`config.mk`:
```
export PLATFORM = sky130hd
export DESIGN_NAME = alu_multicycle
export DESIGN_NICKNAME = d
export VERILOG_FILES = /design/src/rtl/alu_defs.sv /design/src/rtl/alu_comb_datapath.sv /design/src/rtl/alu_multicycle.sv
export SDC_FILE = /design/constraint.sdc
export NUM_CORES = 1
export LEC_CHECK = 0
export CORE_ASPECT_RATIO = 1.5
export CORE_UTILIZATION = 30
export DETAILED_ROUTE_END_ITERATION = 12
export GPL_ROUTABILITY_DRIVEN = 0
export REMOVE_ABC_BUFFERS = 1
export SYNTH_ARGS = -nofsm -noshare
export SYNTH_HDL_FRONTEND = slang
export SYNTH_SLANG_ARGS = --single-unit
```
`constraint.sdc`:
```
create_clock -name clk -period 3.9 [get_ports clk]
set_input_delay 0.78 -clock clk [delete_from_list [all_inputs] [get_ports clk]]
set_output_delay 0.78 -clock clk [all_outputs]
set_load 0.05 [all_outputs]
```
`src/rtl/alu_defs.sv`:
```
// Shared opcode, compare-mode and FSM state definitions for the multicycle ALU.
package alu_defs;

  localparam logic [3:0] ALU_AND  = 4'b0000;
  localparam logic [3:0] ALU_OR   = 4'b0001;
  localparam logic [3:0] ALU_ADD  = 4'b0010;
  localparam logic [3:0] ALU_SUB  = 4'b0110;
  localparam logic [3:0] ALU_NOR  = 4'b1100;
  localparam logic [3:0] ALU_NAND = 4'b1101;
  localparam logic [3:0] ALU_SLT  = 4'b0111;
  localparam logic [3:0] ALU_MUL  = 4'b1000;

  localparam logic [2:0] CMP_LT = 3'b000;
  localparam logic [2:0] CMP_GT = 3'b001;
  localparam logic [2:0] CMP_LE = 3'b010;
  localparam logic [2:0] CMP_GE = 3'b011;
  localparam logic [2:0] CMP_EQ = 3'b110;
  localparam logic [2:0] CMP_NE = 3'b100;

  typedef enum logic [1:0] {
    ST_IDLE = 2'd0,
    ST_MUL  = 2'd1,
    ST_DONE = 2'd2
  } alu_state_t;

  // True for the only opcode that needs the iterative unit.
  function automatic logic is_mul_op(input logic [3:0] op);
    return op == ALU_MUL;
  endfunction

endpackage

```
`src/rtl/alu_comb_datapath.sv`:
```
// Single-cycle ALU datapath: logic ops, add/sub with carry and signed
// overflow, and the signed compare used by SLT. Purely combinational.
module alu_comb_datapath
  import alu_defs::*;
#(
  parameter int WIDTH = 32
) (
  input  logic [WIDTH-1:0] src1,
  input  logic [WIDTH-1:0] src2,
  input  logic [3:0]       alu_op,
  input  logic [2:0]       cmp_mode,
  output logic [WIDTH-1:0] result,
  output logic             cout,
  output logic             overflow
);

  logic [WIDTH-1:0] src2_inv;
  logic [WIDTH:0]   add_sum;
  logic [WIDTH:0]   sub_sum;
  logic             add_ovf;
  logic             sub_ovf;
  logic             lt;
  logic             eq;
  logic             cond;

  // Subtraction reuses the adder form a + ~b + 1 so its carry means "no borrow".
  assign src2_inv = ~src2;
  assign add_sum  = {1'b0, src1} + {1'b0, src2};
  assign sub_sum  = {1'b0, src1} + {1'b0, src2_inv} + {{WIDTH{1'b0}}, 1'b1};

  // Signed overflow: both adder inputs agree in sign but the sum does not.
  assign add_ovf = (src1[WIDTH-1] == src2[WIDTH-1]) &
                   (add_sum[WIDTH-1] != src1[WIDTH-1]);
  assign sub_ovf = (src1[WIDTH-1] == src2_inv[WIDTH-1]) &
                   (sub_sum[WIDTH-1] != src1[WIDTH-1]);

  // Signed less-than corrects the difference sign by the overflow bit.
  assign lt = sub_sum[WIDTH-1] ^ sub_ovf;
  assign eq = (src1 == src2);

  // Select the SLT condition for the requested compare mode.
  always_comb begin
    cond = 1'b0;
    case (cmp_mode)
      CMP_LT:  cond = lt;
      CMP_GT:  cond = ~(lt | eq);
      CMP_LE:  cond = lt | eq;
      CMP_GE:  cond = ~lt;
      CMP_EQ:  cond = eq;
      CMP_NE:  cond = ~eq;
      default: cond = 1'b0;
    endcase
  end

  // Opcode mux; unknown opcodes (and MUL, handled in the top) yield zeros.
  always_comb begin
    result   = '0;
    cout     = 1'b0;
    overflow = 1'b0;
    case (alu_op)
      ALU_AND:  result = src1 & src2;
      ALU_OR:   result = src1 | src2;
      ALU_NOR:  result = ~(src1 | src2);
      ALU_NAND: result = ~(src1 & src2);
      ALU_ADD: begin
        result   = add_sum[WIDTH-1:0];
        cout     = add_sum[WIDTH];
        overflow = add_ovf;
      end
      ALU_SUB: begin
        result   = sub_sum[WIDTH-1:0];
        cout     = sub_sum[WIDTH];
        overflow = sub_ovf;
      end
      ALU_SLT:  result = {{(WIDTH-1){1'b0}}, cond};
      default:  result = '0;
    endcase
  end

endmodule

```
`src/rtl/alu_multicycle.sv`:
```
// Registered, handshaked ALU. Single-cycle ops finish in one edge; MUL runs
// an unsigned shift-add loop of WIDTH iterations before presenting a result.
module alu_multicycle
  import alu_defs::*;
#(
  parameter int WIDTH = 32,
  parameter int CNT_W = $clog2(WIDTH)
) (
  input  logic             clk,
  input  logic             rst_n,
  input  logic             in_valid,
  output logic             in_ready,
  input  logic [WIDTH-1:0] src1,
  input  logic [WIDTH-1:0] src2,
  input  logic [3:0]       ALU_control,
  input  logic [2:0]       bonus_control,
  output logic             out_valid,
  input  logic             out_ready,
  output logic [WIDTH-1:0] result,
  output logic             zero,
  output logic             cout,
  output logic             overflow
);

  alu_state_t state_q;
  alu_state_t state_d;

  logic             accept;
  logic             load_single;
  logic             load_mul;
  logic             mul_finish;
  logic             mul_last;

  logic [WIDTH-1:0]   mcand_q;
  logic [WIDTH-1:0]   mplier_q;
  logic [2*WIDTH-1:0] acc_q;
  logic [CNT_W-1:0]   cnt_q;
  logic [WIDTH-1:0]   partial;
  logic [WIDTH:0]     hi_sum;
  logic [2*WIDTH-1:0] acc_step;

  logic [WIDTH-1:0] dp_result;
  logic             dp_cout;
  logic             dp_ovf;

  alu_comb_datapath #(
    .WIDTH (WIDTH)
  ) u_datapath (
    .src1     (src1),
    .src2     (src2),
    .alu_op   (ALU_control),
    .cmp_mode (bonus_control),
    .result   (dp_result),
    .cout     (dp_cout),
    .overflow (dp_ovf)
  );

  // Ready depends only on state and the consumer, never on in_valid.
  assign in_ready  = (state_q == ST_IDLE) | ((state_q == ST_DONE) & out_ready);
  assign accept    = in_valid & in_ready;
  assign out_valid = (state_q == ST_DONE);

  // One shift-add iteration: add the multiplicand into the high half when the
  // current multiplier bit is set, then shift the whole accumulator right.
  assign partial  = mplier_q[0] ? mcand_q : '0;
  assign hi_sum   = {1'b0, acc_q[2*WIDTH-1:WIDTH]} + {1'b0, partial};
  assign acc_step = (2*WIDTH)'({hi_sum, acc_q[WIDTH-1:0]} >> 1);
  assign mul_last = (cnt_q == CNT_W'(WIDTH - 1));

  // State register; reset aborts any multiply in flight.
  always_ff @(posedge clk or negedge rst_n) begin
    if (!rst_n) begin
      state_q <= ST_IDLE;
    end else begin
      state_q <= state_d;
    end
  end

  // Next-state logic and load strobes for the datapath registers.
  always_comb begin
    state_d     = state_q;
    load_single = 1'b0;
    load_mul    = 1'b0;
    mul_finish  = 1'b0;
    case (state_q)
      ST_IDLE, ST_DONE: begin
        if (accept) begin
          if (is_mul_op(ALU_control)) begin
            state_d  = ST_MUL;
            load_mul = 1'b1;
          end else begin
            state_d     = ST_DONE;
            load_single = 1'b1;
          end
        end else if ((state_q == ST_DONE) && out_ready) begin
          state_d = ST_IDLE;
        end
      end
      ST_MUL: begin
        if (mul_last) begin
          state_d    = ST_DONE;
          mul_finish = 1'b1;
        end
      end
      default: state_d = ST_IDLE;
    endcase
  end

  // Multiply operand, accumulator and iteration counter.
  always_ff @(posedge clk or negedge rst_n) begin
    if (!rst_n) begin
      mcand_q  <= '0;
      mplier_q <= '0;
      acc_q    <= '0;
      cnt_q    <= '0;
    end else if (load_mul) begin
      mcand_q  <= src1;
      mplier_q <= src2;
      acc_q    <= '0;
      cnt_q    <= '0;
    end else if (state_q == ST_MUL) begin
      acc_q    <= acc_step;
      mplier_q <= mplier_q >> 1;
      cnt_q    <= cnt_q + CNT_W'(1);
    end
  end

  // Output registers; they only change when a new result is produced, so a
  // stalled consumer always sees stable values.
  always_ff @(posedge clk or negedge rst_n) begin
    if (!rst_n) begin
      result   <= '0;
      zero     <= 1'b0;
      cout     <= 1'b0;
      overflow <= 1'b0;
    end else if (load_single) begin
      result   <= dp_result;
      zero     <= (dp_result == '0);
      cout     <= dp_cout;
      overflow <= dp_ovf;
    end else if (mul_finish) begin
      result   <= acc_step[WIDTH-1:0];
      zero     <= (acc_step[WIDTH-1:0] == '0);
      cout     <= 1'b0;
      overflow <= |acc_step[2*WIDTH-1:WIDTH];
    end
  end

endmodule

```
Yosys cells after proc, flatten, opt, wreduce, memory -nomap -nowiden
Cells that the tools add are included.
{ "classes": {"eq_ne": 22, "mux": 32, "add_sub_neg": 5, "bitwise": 15, "n_reduce_logical": 11} }
{ "ops": {"columns": ["cell", "count"], "rows": [
  ["case mux 32 bit (7 select lines)", 1],
  ["2-to-1 mux 32 bit", 5],
  ["2-to-1 mux 64 bit", 2],
  ["adder 32 x 32 -> 33 bit", 3],
  ["inverter 32 bit", 3],
  ["logical NOT 32 bit", 2],
  ["adder 33 x 1 -> 33 bit (second input constant)", 1],
  ["AND 32 bit", 1],
  ["== test 32 bit", 1],
  ["OR 32 bit", 1],
  ["OR reduction 32 bit", 1],
  ["2-to-1 mux 1 bit", 14],
  ["== test 4 bit (second input constant)", 3],
  ["2-to-1 mux 5 bit", 2],
  ["== test 4 x 3 -> 1 bit (second input constant)", 2],
  ["2-to-1 mux 2 bit", 4],
  ["== test 3 x 2 -> 1 bit (second input constant)", 2],
  ["== test 3 bit (second input constant)", 2],
  ["case mux 1 bit (6 select lines)", 1],
  ["adder 5 x 1 -> 5 bit (second input constant)", 1],
  ["== test 5 bit (second input constant)", 1],
  ["AND 1 bit", 4],
  ["== test 4 x 1 -> 1 bit (second input constant)", 1],
  ["== test 4 x 2 -> 1 bit (second input constant)", 1],
  ["other kinds (19)", 26]
]} }
{ "word_totals": {"wordCells": 94, "regBits": 170, "inputBits": 75, "out_inout_bits": 37} }

Logic depth before layout (Yosys ltp)
Gate-level depths: netlist of run 1.
{ "depth": {"ltp_word": 12, "mapped_depth": 15, "depth_no_buf": 15} }

Hierarchy
From an unflattened synthesis of run 1, not the netlist that was laid out.
{ "hier_totals": {"hier_cells": 1867, "area_unflattened_um2": 15040.7} }
{ "by_module_without_submodules": {"columns": ["module", "area_per_inst_um2", "cells_per_inst", "seq_area_each_um2", "instances"], "rows": [
  ["alu_multicycle", 9456.6, 1042, 4229.1, 1],
  ["alu_comb_datapath", 5584.1, 825, 0.0, 1]
]} }

Least setup slack after synthesis of run 1
OpenSTA, ideal clock, no wires.
{ "synth_timing": {"path_type": "input port to flip-flop", "startpoint": "input port out_ready", "endpoint": "register zero", "setup_time_ps": 103, "stages": 11, "required_time_ps": 3797, "path_buffers": 0, "arrival_ps": 3964, "slack_ps": -168, "cell_sequence": "inv_1 > a21oi_1 > nand3b_1 > nor4_2 > o2111ai_1 > nor4b_2 > nand4_1 > nor3b_1 > o2111ai_1 > or4b_1 > o41ai_2"} }
{ "synth_via": {"elab_chain_len": 6, "word_cells_on_any_way": 7, "classes_between": "mux: 3; bitwise: 3; reduce/logical: 1"} }
{ "synth_lines": {"columns": ["item", "line_no", "source"], "rows": [
  ["start, declared", "alu_multicycle.sv:18", "input logic out_ready,"],
  ["AND 1 bit (*)", "alu_multicycle.sv:59", "assign in_ready = (state_q == ST_IDLE) | ((state_q == ST_DONE) & out_ready);"],
  ["OR 1 bit (*)", "alu_multicycle.sv:59", null],
  ["net in_ready", "alu_multicycle.sv:12", "output logic in_ready,"],
  ["AND 1 bit (*)", "alu_multicycle.sv:60", "assign accept = in_valid & in_ready;"],
  ["2-to-1 mux 1 bit (*)", "alu_multicycle.sv:87", "if (accept) begin"],
  ["2-to-1 mux 1 bit (*)", "alu_multicycle.sv:85", "case (state_q)"],
  ["2-to-1 mux 1 bit / nonzero test 2 bit (equally long branches)", null, null],
  ["end signal, assigned", "alu_multicycle.sv:138", "zero <= (dp_result == '0);"],
  ["end signal, assigned", "alu_multicycle.sv:143", "zero <= (acc_step[WIDTH-1:0] == '0);"],
  ["end, declared", "alu_multicycle.sv:20", "output logic zero,"]
]} }
Mark *: on every way through the listed nets, which the timed path passes. The rest lies on a longest branch.
A chain may end at the register's enable or synchronous reset.

Final worst setup path of run 1
{ "layout_timing": {"startpoint": "register mplier_q[0]", "endpoint": "register overflow"} }
{ "layout_via": {"elab_chain_len": 5} }
{ "layout_lines": {"columns": ["item", "line_no", "source"], "rows": [
  ["start, declared", "alu_multicycle.sv:35", "logic [WIDTH-1:0] mplier_q;"],
  ["start signal, assigned", "alu_multicycle.sv:118", "mplier_q <= src2;"],
  ["start signal, assigned", "alu_multicycle.sv:123", "mplier_q <= mplier_q >> 1;"],
  ["2-to-1 mux 32 bit", "alu_multicycle.sv:65", "assign partial = mplier_q[0] ? mcand_q : '0;"],
  ["adder 32 x 32 -> 33 bit", "alu_multicycle.sv:66", "assign hi_sum = {1'b0, acc_q[2*WIDTH-1:WIDTH]} + {1'b0, partial};"],
  ["OR reduction 32 bit", "alu_multicycle.sv:145", "overflow <= |acc_step[2*WIDTH-1:WIDTH];"],
  ["2-to-1 mux 1 bit", "alu_multicycle.sv:141", "end else if (mul_finish) begin"],
  ["2-to-1 mux 1 bit", "alu_multicycle.sv:136", "end else if (load_single) begin"],
  ["end signal, assigned", "alu_multicycle.sv:140", "overflow <= dp_ovf;"],
  ["end signal, assigned", "alu_multicycle.sv:145", null],
  ["end, declared", "alu_multicycle.sv:22", "output logic overflow"]
]} }
Every way passes these cells. The select of a mux whose other input is x is not followed.

==> summary.txt, run 1 <==
Most common cell in the netlist: nand2_1
Sequential area share after synthesis: 0.2838
Peak VDD IR: 280.2 µV
Via count: 17.50k
Area Growth Syn to Fin: 53.64%
Max incr delay on CP: 410 ps
Die Area: 0.05058 mm²
Largest net degree at the start of global routing: 86
FF-to-FF path depth: 19
I/O Buffers: 111
Final hold vios: 0
Clock Sinks: 169
Global route overflow: 0
Outcome: finished with violations
Core area: 0.04880 mm²
Rel. slew slack: 0.1926
Worst-path clk slew: 80 ps
Worst reg2reg path endpoint: overflow$_DFFE_PN0P_
DR iter-0 viols: 1409
Critical-path cell list: buf_6 -> and2_4 -> buf_6 -> ha_4 -> a21o_1 -> a211o_1 -> a211oi_2 -> buf_4 -> o21ai_1 -> xnor2_1 -> nand2_1 -> a2111oi_4 -> buf_4 -> nand4_1 -> buf_4 -> nor4_4 -> buf_4 -> and4_1 -> a31oi_1
First-pass detailed-route iteration total: 6
Synth warn: 0
Power Density: 421.7 mW/mm²
Most used DFF post-synth: dfrtp_1
Non-Filler Instances: 3175
Area post-placement: 0.02046 mm²
Final setup violating endpoints: 3
Flops & latches, synth: 169
Vias in the first global route: 17.81k
Ports: 112
Vias/cell: 5.513
Asr flop ratio synth: 1.000
WHS: 322.0 ps
Multi-input logic area: 0.01113 mm²
Peak Freq: 249.4 MHz
Syn avg cell area: 7.829 µm²
Internal reg-to-reg setup slack: -110 ps
Critical Path Most Common Cell: buf_4
DRC Markers: 0
Startpoint Class: register
Post-layout nets: 2707
Crit end category: register
Beginning of the worst register-to-register path: mplier_q[0]$_DFFE_PN0P_
Share of layout cells above drive strength 1: 0.3619
Die span in x: 184.0 µm
Crit path required time: 4260 ps
Synth Cell Area: 0.01490 mm²
Fin crit period: 4009 ps
Crit Path Class: reg -> reg
Synth Instances: 1903
Post-synth top area share: 0.2838
Drt wl/cell: 19.67 µm
ANT nets after route: 0
Hold WC Path Type: in -> async
Global Route Usage Sum: 0.2472
Post-route setup slack: -108.9 ps
CTS root buffer: clkbuf_16
Static Leak: 10.78 nW
Final cycle utilization of the critical path: 1.028
Initial antenna violation count: 11
Clock latency on the worst-skew pair: 480 ps
Failing checks: negative setup slack
Slew Viols, Final: 0
Die Height: 274.9 µm
CTS tree: done
Reg area: 0.004229 mm²
Hold buffers post-CTS: 0
Number of synthesized flops with an enable pin: 0
Final WL: 62470 µm
Fill count: 4664
Post-synth top area cell: dfrtp_1
Final setup TNS: -149.6 ps
Htree depth: 4
Starting Density: 0.3053
Critical path's top delay family: compound AO/OA/AOI/OAI gates
Site Rows: 99
Slew at the pin with the worst max-slew slack: 1211 ps
Placed cells: 3090
Dominant cells by area after synthesis: dfrtp_1 28%, ha_1 11%, nand2_1 8.2%
HPWL Detailed: 46920 µm
Power, Total: 9.654 mW
Crit path buf inv count: 6
Distinct cells, synth: 91
Worst Clk Skew: 16.27 ps
Commonest cells in the netlist: 325 x nand2_1, 169 x dfrtp_1, 155 x o21ai_0
Data arrival time of the critical path: 4360 ps
Worst-path fanout max: 4
Critical path depth in cells: 19
Final instance area: 0.02289 mm²
Total CTS buffers: 17
RSZ-0062 raised after global routing: yes
First-pass GRT wire length: 96790 µm
Slowest CP cell: dfrtp_1
Max clock buf depth: 2
Max Cap Violations: 0
[cells by family after synthesis]
logic type,count (synthesis),synth area share
AND/OR/NAND/NOR,708,0.2249
AO/OA/AOI/OAI,611,0.2841
buffers and inverters,236,0.06500
flip-flops,169,0.2838
adder cells (fa/ha/maj),133,0.1132
XOR/XNOR,34,0.01999
multiplexers,12,0.008986
[worst max-delay path by stage]
stage | from | end | slack (ps)
2_1_floorplan | state_q[1]$_DFFE_PN0P_ | overflow$_DFFE_PN0P_ | -2510
3_3_place_gp | src1[0] | zero$_DFFE_PN0P_ | -1050
3_5_place_dp | src2[0] | zero$_DFFE_PN0P_ | -1030
4_1_cts | mplier_q[0]$_DFFE_PN0P_ | overflow$_DFFE_PN0P_ | -60
5_1_grt | mplier_q[0]$_DFFE_PN0P_ | overflow$_DFFE_PN0P_ | -260
6_report | mplier_q[0]$_DFFE_PN0P_ | overflow$_DFFE_PN0P_ | -110
[power breakdown]
part	internal [mW]	switching [mW]	leakage, nW
logic	2.40	2.64	8.38
clock network	0.852	0.896	0.274
registers	2.36	0.503	2.13
[per-stage QoR]
stage                       util  setup WS [ps]
after floorplan                -          -2510
after global placement    0.4193          -1055
after detailed placement  0.4193          -1029
after CTS                 0.4539         -58.66
after global routing      0.4688         -257.6
final                     0.4690         -108.9
[metal layers]
metal	track usage	up-vias	part of all wire
li1	-	8111	-
met1	0.2769	8398	0.38
met2	0.4288	737	0.49
met3	0.04395	252	0.063
met4	0.1621	6	0.067
met5	0	-	0.00061
[sequential cells by signal, indices dropped and copies added, names as in the netlist]
signal / flops
cnt_q: 5
state_q: 2
mplier_q: 32
result: 32
mcand_q: 32
acc_q: 63
zero: 1
cout: 1
overflow: 1
[placed cells by master, fill, tap and decap left out, types with 13 or more instances in the layout]
cell type        count
buf_4              574
nand2_1            319
dfrtp_1            169
o21ai_0            137
nor2_1              87
a21oi_1             80
inv_1               75
ha_1                72
clkdlybuf4s50_1     57
nand3_1             45
ha_4                43
a22oi_1             42
and2_1              40
inv_2               38
nor3_1              31
a21o_1              31
dlymetal6s2s_1      30
a21oi_2             26
and3_1              22
a31oi_1             21
nand4_1             19
o221ai_1            18
a221oi_1            17
xnor2_1             17
clkbuf_16           17
o21ai_1             15
nor2b_1             15
a221o_1             15
ha_2                15
xor2_1              14
o221a_2             14
o21bai_1            14
nand2b_1            13
o211ai_1            13
a22o_1              13
dlygate4sd2_1       13
[timing repair]
item,4_1_cts,5_1_grt
gates resized for setup,217,174
pin swaps,65,81
buffers inserted,21,25
endpoints found under the hold margin,0,0
endpoints found under the setup margin,17,10
[final cells by class]
class                      count  area share
multi-input combinational   1498      0.4863
antenna                        7   0.0007652
tap                          656     0.03586
sequential                   169      0.1848
clock buffer                  17     0.01858
clock inverter                15    0.006668
timing repair buffer         700      0.2485
inverter                     113     0.01853
[worst reg2reg max path: cells and delay by family, from the launching register on]
family / cells / cell delay (ps)
AOI/OAI and AO/OA: 6 / 1360
xor gates and xnor gates: 1 / 220
adders and majority gates: 1 / 190
buffers and inverters: 6 / 950
DFF: 1 / 410
and+or+nand+nor: 5 / 760
(Power assumes the default switching activity.)
==> run 2, diff against run 1 <==
--- a/config.mk
+++ b/config.mk
@@ -5,7 +5,7 @@
 export SDC_FILE = /design/constraint.sdc
 export NUM_CORES = 1
 export LEC_CHECK = 0
-export CORE_ASPECT_RATIO = 1.5
+export CORE_ASPECT_RATIO = 0.7
 export CORE_UTILIZATION = 30
 export DETAILED_ROUTE_END_ITERATION = 12
 export GPL_ROUTABILITY_DRIVEN = 0
==> run 2 against run 1 <==
The flow still finishes with violations (negative setup slack). First-iteration DRC count up 61%. Die area is essentially flat. Hold slack got worse by 91 ps. Total power decreased by 2.1%. Wire length decreased by 0.46%. Register-to-register slack improved by 99 ps. Design area fell by 2.9%. Combinational power shrank 4.4%. Utilization fell by 1.0 points.
==> summary.txt, run 2 (synthesis gave the netlist of run 1 again) <==
Outcome: finished with violations (unchanged)
Failing checks: negative setup slack (unchanged)
Peak VDD IR: 235.8 µV (was 280.2 µV)
Most frequent cells in the layout: 528 x buf_4, 322 x nand2_1, 168 x dfrtp_1, 142 x o21ai_0, 95 x inv_1 (was 574 x buf_4, 319 x nand2_1, 169 x dfrtp_1, 137 x o21ai_0, 87 x nor2_1)
Slowest CP cell: or4b_4 (was dfrtp_1)
Max Cap Violations: 0 (unchanged)
Final setup violating endpoints: 3 (unchanged)
Worst slack, placed: -1364 ps (was -1029 ps)
Critical path's top delay family: compound AO/OA/AOI/OAI gates (unchanged)
First-pass detailed-route iteration total: 6 (unchanged)
Critical-path cell list: clkdlybuf4s50_1 -> inv_2 -> buf_4 -> ha_1 -> buf_4 -> a21oi_1 -> o21ai_0 -> o31a_1 -> nor3_2 -> mux2i_1 -> a221oi_2 -> o2111a_1 -> o2111ai_2 -> or4b_4 -> o41ai_2 (was buf_6 -> and2_4 -> buf_6 -> ha_4 -> a21o_1 -> a211o_1 -> a211oi_2 -> buf_4 -> o21ai_1 -> xnor2_1 -> nand2_1 -> a2111oi_4 -> buf_4 -> nand4_1 -> buf_4 -> nor4_4 -> buf_4 -> and4_1 -> a31oi_1)
Initial antenna violation count: 0 (was 11)
CTS root buffer: clkbuf_16 (unchanged)
HPWL Detailed: 47550 µm (was 46920 µm)
Power Density: 425.2 mW/mm² (was 421.7 mW/mm²)
Fin crit period: 4200 ps (was 4009 ps)
Worst-path clk slew: 70 ps (was 80 ps)
Max clock buf depth: 2 (unchanged)
Total CTS buffers: 17 (unchanged)
Slew Viols, Final: 0 (unchanged)
Vias in the first global route: 16.63k (was 17.81k)
Final core occ: 0.4588 (was 0.4690)
Static Leak: 10.41 nW (was 10.78 nW)
Met1 usage: 0.3643 (was 0.2769)
Max incr delay on CP: 600 ps (was 410 ps)
Critical Path Most Common Cell: buf_4 (unchanged)
Peak Freq: 238.1 MHz (was 249.4 MHz)
Fill count: 4701 (was 4664)
Internal reg-to-reg setup slack: -10 ps (was -110 ps)
Die Area: 0.05057 mm² (was 0.05058 mm²)
Crit path buf inv count: 4 (was 6)
P_int: 5.520 mW (was 5.616 mW)
Hold WC Path Type: in -> async (unchanged)
DRC Markers: 0 (unchanged)
Switching part of the total: 0.4160 (was 0.4183)
Worst reg2reg path endpoint: overflow$_DFFE_PN0P_ (unchanged)
Commonest non-fill, non-tap cell in the layout: buf_4 (unchanged)
Global Route Usage Sum: 0.2429 (was 0.2472)
Starting Density: 0.3075 (was 0.3053)
Beginning of the worst register-to-register path: mplier_q[0]$_DFFE_PN0P_ (unchanged)
Seq pwr share: 0.301 (was 0.297)
Crit end category: register (unchanged)
FF-to-FF path depth: 17 (was 19)
Comb pwr share: 0.510 (was 0.522)
RSZ-0062 raised after global routing: yes (unchanged)
Busiest grt layer: met1 (was met2)
Psw: 3.933 mW (was 4.038 mW)
Max reg flops: 63 (unchanged)
Final WL: 62180 µm (was 62470 µm)
Post-layout nets: 2669 (was 2707)
Final cycle utilization of the critical path: 1.077 (was 1.028)
I/O Buffers: 111 (unchanged)
Die span in x: 268.4 µm (was 184.0 µm)
Data arrival time of the critical path: 4550 ps (was 4360 ps)
M3 GR Usage: 0.05985 (was 0.04395)
Clock share of power: 0.189 (was 0.181)
# diodes: 0 (was 7)
Final hold vios: 0 (unchanged)
Rel. slew slack: 0.2791 (was 0.1926)
Biggest register: acc_q (unchanged)
Ports: 112 (unchanged)
Worst-path fanout max: 3 (was 4)
Site Rows: 67 (was 99)
Met2 Use GR: 0.3457 (was 0.4288)
ANT nets after route: 0 (unchanged)
Crit path required time: 4250 ps (was 4260 ps)
Via count: 17.42k (was 17.50k)
Area Growth Syn to Fin: 49.21% (was 53.64%)
Share of layout cells above drive strength 1: 0.3226 (was 0.3619)
Slew at the pin with the worst max-slew slack: 1081 ps (was 1211 ps)
Vias/cell: 5.567 (was 5.513)
Largest net degree at the start of global routing: 87 (was 86)
Clock latency on the worst-skew pair: 460 ps (was 480 ps)
Post-route setup slack: -300.2 ps (was -108.9 ps)
First-pass GRT wire length: 95550 µm (was 96790 µm)
Startpoint Class: primary input (was register)
Core area: 0.04845 mm² (was 0.04880 mm²)
Crit Path Class: in -> reg (was reg -> reg)
Global route overflow: 0 (unchanged)
Die Height: 188.5 µm (was 274.9 µm)
Power, Total: 9.453 mW (was 9.654 mW)
Clock Sinks: 169 (unchanged)
DR iter-0 viols: 2273 (was 1409)
Worst Clk Skew: 10.50 ps (was 16.27 ps)
Drt wl/cell: 19.87 µm (was 19.67 µm)
Htree depth: 4 (unchanged)
CTS tree: done (unchanged)
-- run 2: cell types whose count changed in the layout (fill, tap and decap cells not counted), moves of 7 or more --
cell / before / now
ha_4: 43 / 29
a21oi_2: 26 / 16
dlygate4sd2_1: 13 / 32
diode_2: 7 / 0
buf_4: 574 / 528
dlymetal6s2s_1: 30 / 2
clkdlybuf4s50_1: 57 / 68
ha_1: 72 / 94
ha_2: 15 / 7
inv_1: 75 / 95
inv_2: 38 / 18
-- run 2: area by class of cell --
class | instances | area (µm²) | share of cell area
Tap cell | 655 | 819.5 | 0.03686
Timing Repair Buffer | 662 | 5371 | 0.2416
Inverter | 113 | 424.2 | 0.01908
Clock buffer | 20 | 456.7 | 0.02054
Clock inverter | 12 | 140.1 | 0.006303
Sequential cell | 169 | 4230 | 0.1903
Multi-Input combinational cell | 1498 | 10790 | 0.4853
-- run 2: worst max path at each step --
stage,start,end,cells past startpoint
after floorplan,state_q[1]$_DFFE_PN0P_,overflow$_DFFE_PN0P_,11
after global placement,src2[0],zero$_DFFE_PN0P_,17
after detailed placement,src2[0],zero$_DFFE_PN0P_,17
after CTS,src2[0],zero$_DFFE_PN0P_,15
after global routing,src2[14],zero$_DFFE_PN0P_,15
final,src2[14],zero$_DFFE_PN0P_,15
-- run 2: per-stage QoR --
stage | cells | TNS, ps | area [µm²] | hold slack [ps]
finish | 3129 | -328.1 | 22230 | 231.1
global route | 3129 | -628.9 | 22230 | 249.0
CTS | 3117 | -101.9 | 21940 | 249.1
detailed placement | 3048 | -11040 | 20200 | 464.5
global placement | 3048 | -10240 | 20200 | 458.4
floorplan | 1780 | -84200 | 14360 | 441.8
-- run 2: power groups by stage --
stage          combinational, mW  clock, mW  sequential (mW)
6_report                    4.82       1.79             2.85
3_3_place_gp                4.13          0             2.82
2_1_floorplan               2.03          0             3.00
4_1_cts                     4.56       1.81             2.83
5_1_grt                     5.19       1.88             2.92
3_5_place_dp                4.22          0             2.84
-- run 2: repair_timing --
item | in CTS | in global routing
pin swaps | 70 | 35
hold buffers | 0 | 0
gates resized for setup | 241 | 48
setup endpoints to repair | 13 | 11
setup buffers | 36 | 16
cloned | 1 | 0
-- run 2: per-layer routing --
metal | vias to the layer above | share of wire | routed length [µm]
li1 | 8031 | - | -
met1 | 8427 | 0.47 | 28960
met5 | - | 0 | 0
met2 | 861 | 0.41 | 25540
met4 | 0 | 0.020 | 1274
met3 | 99 | 0.10 | 6406
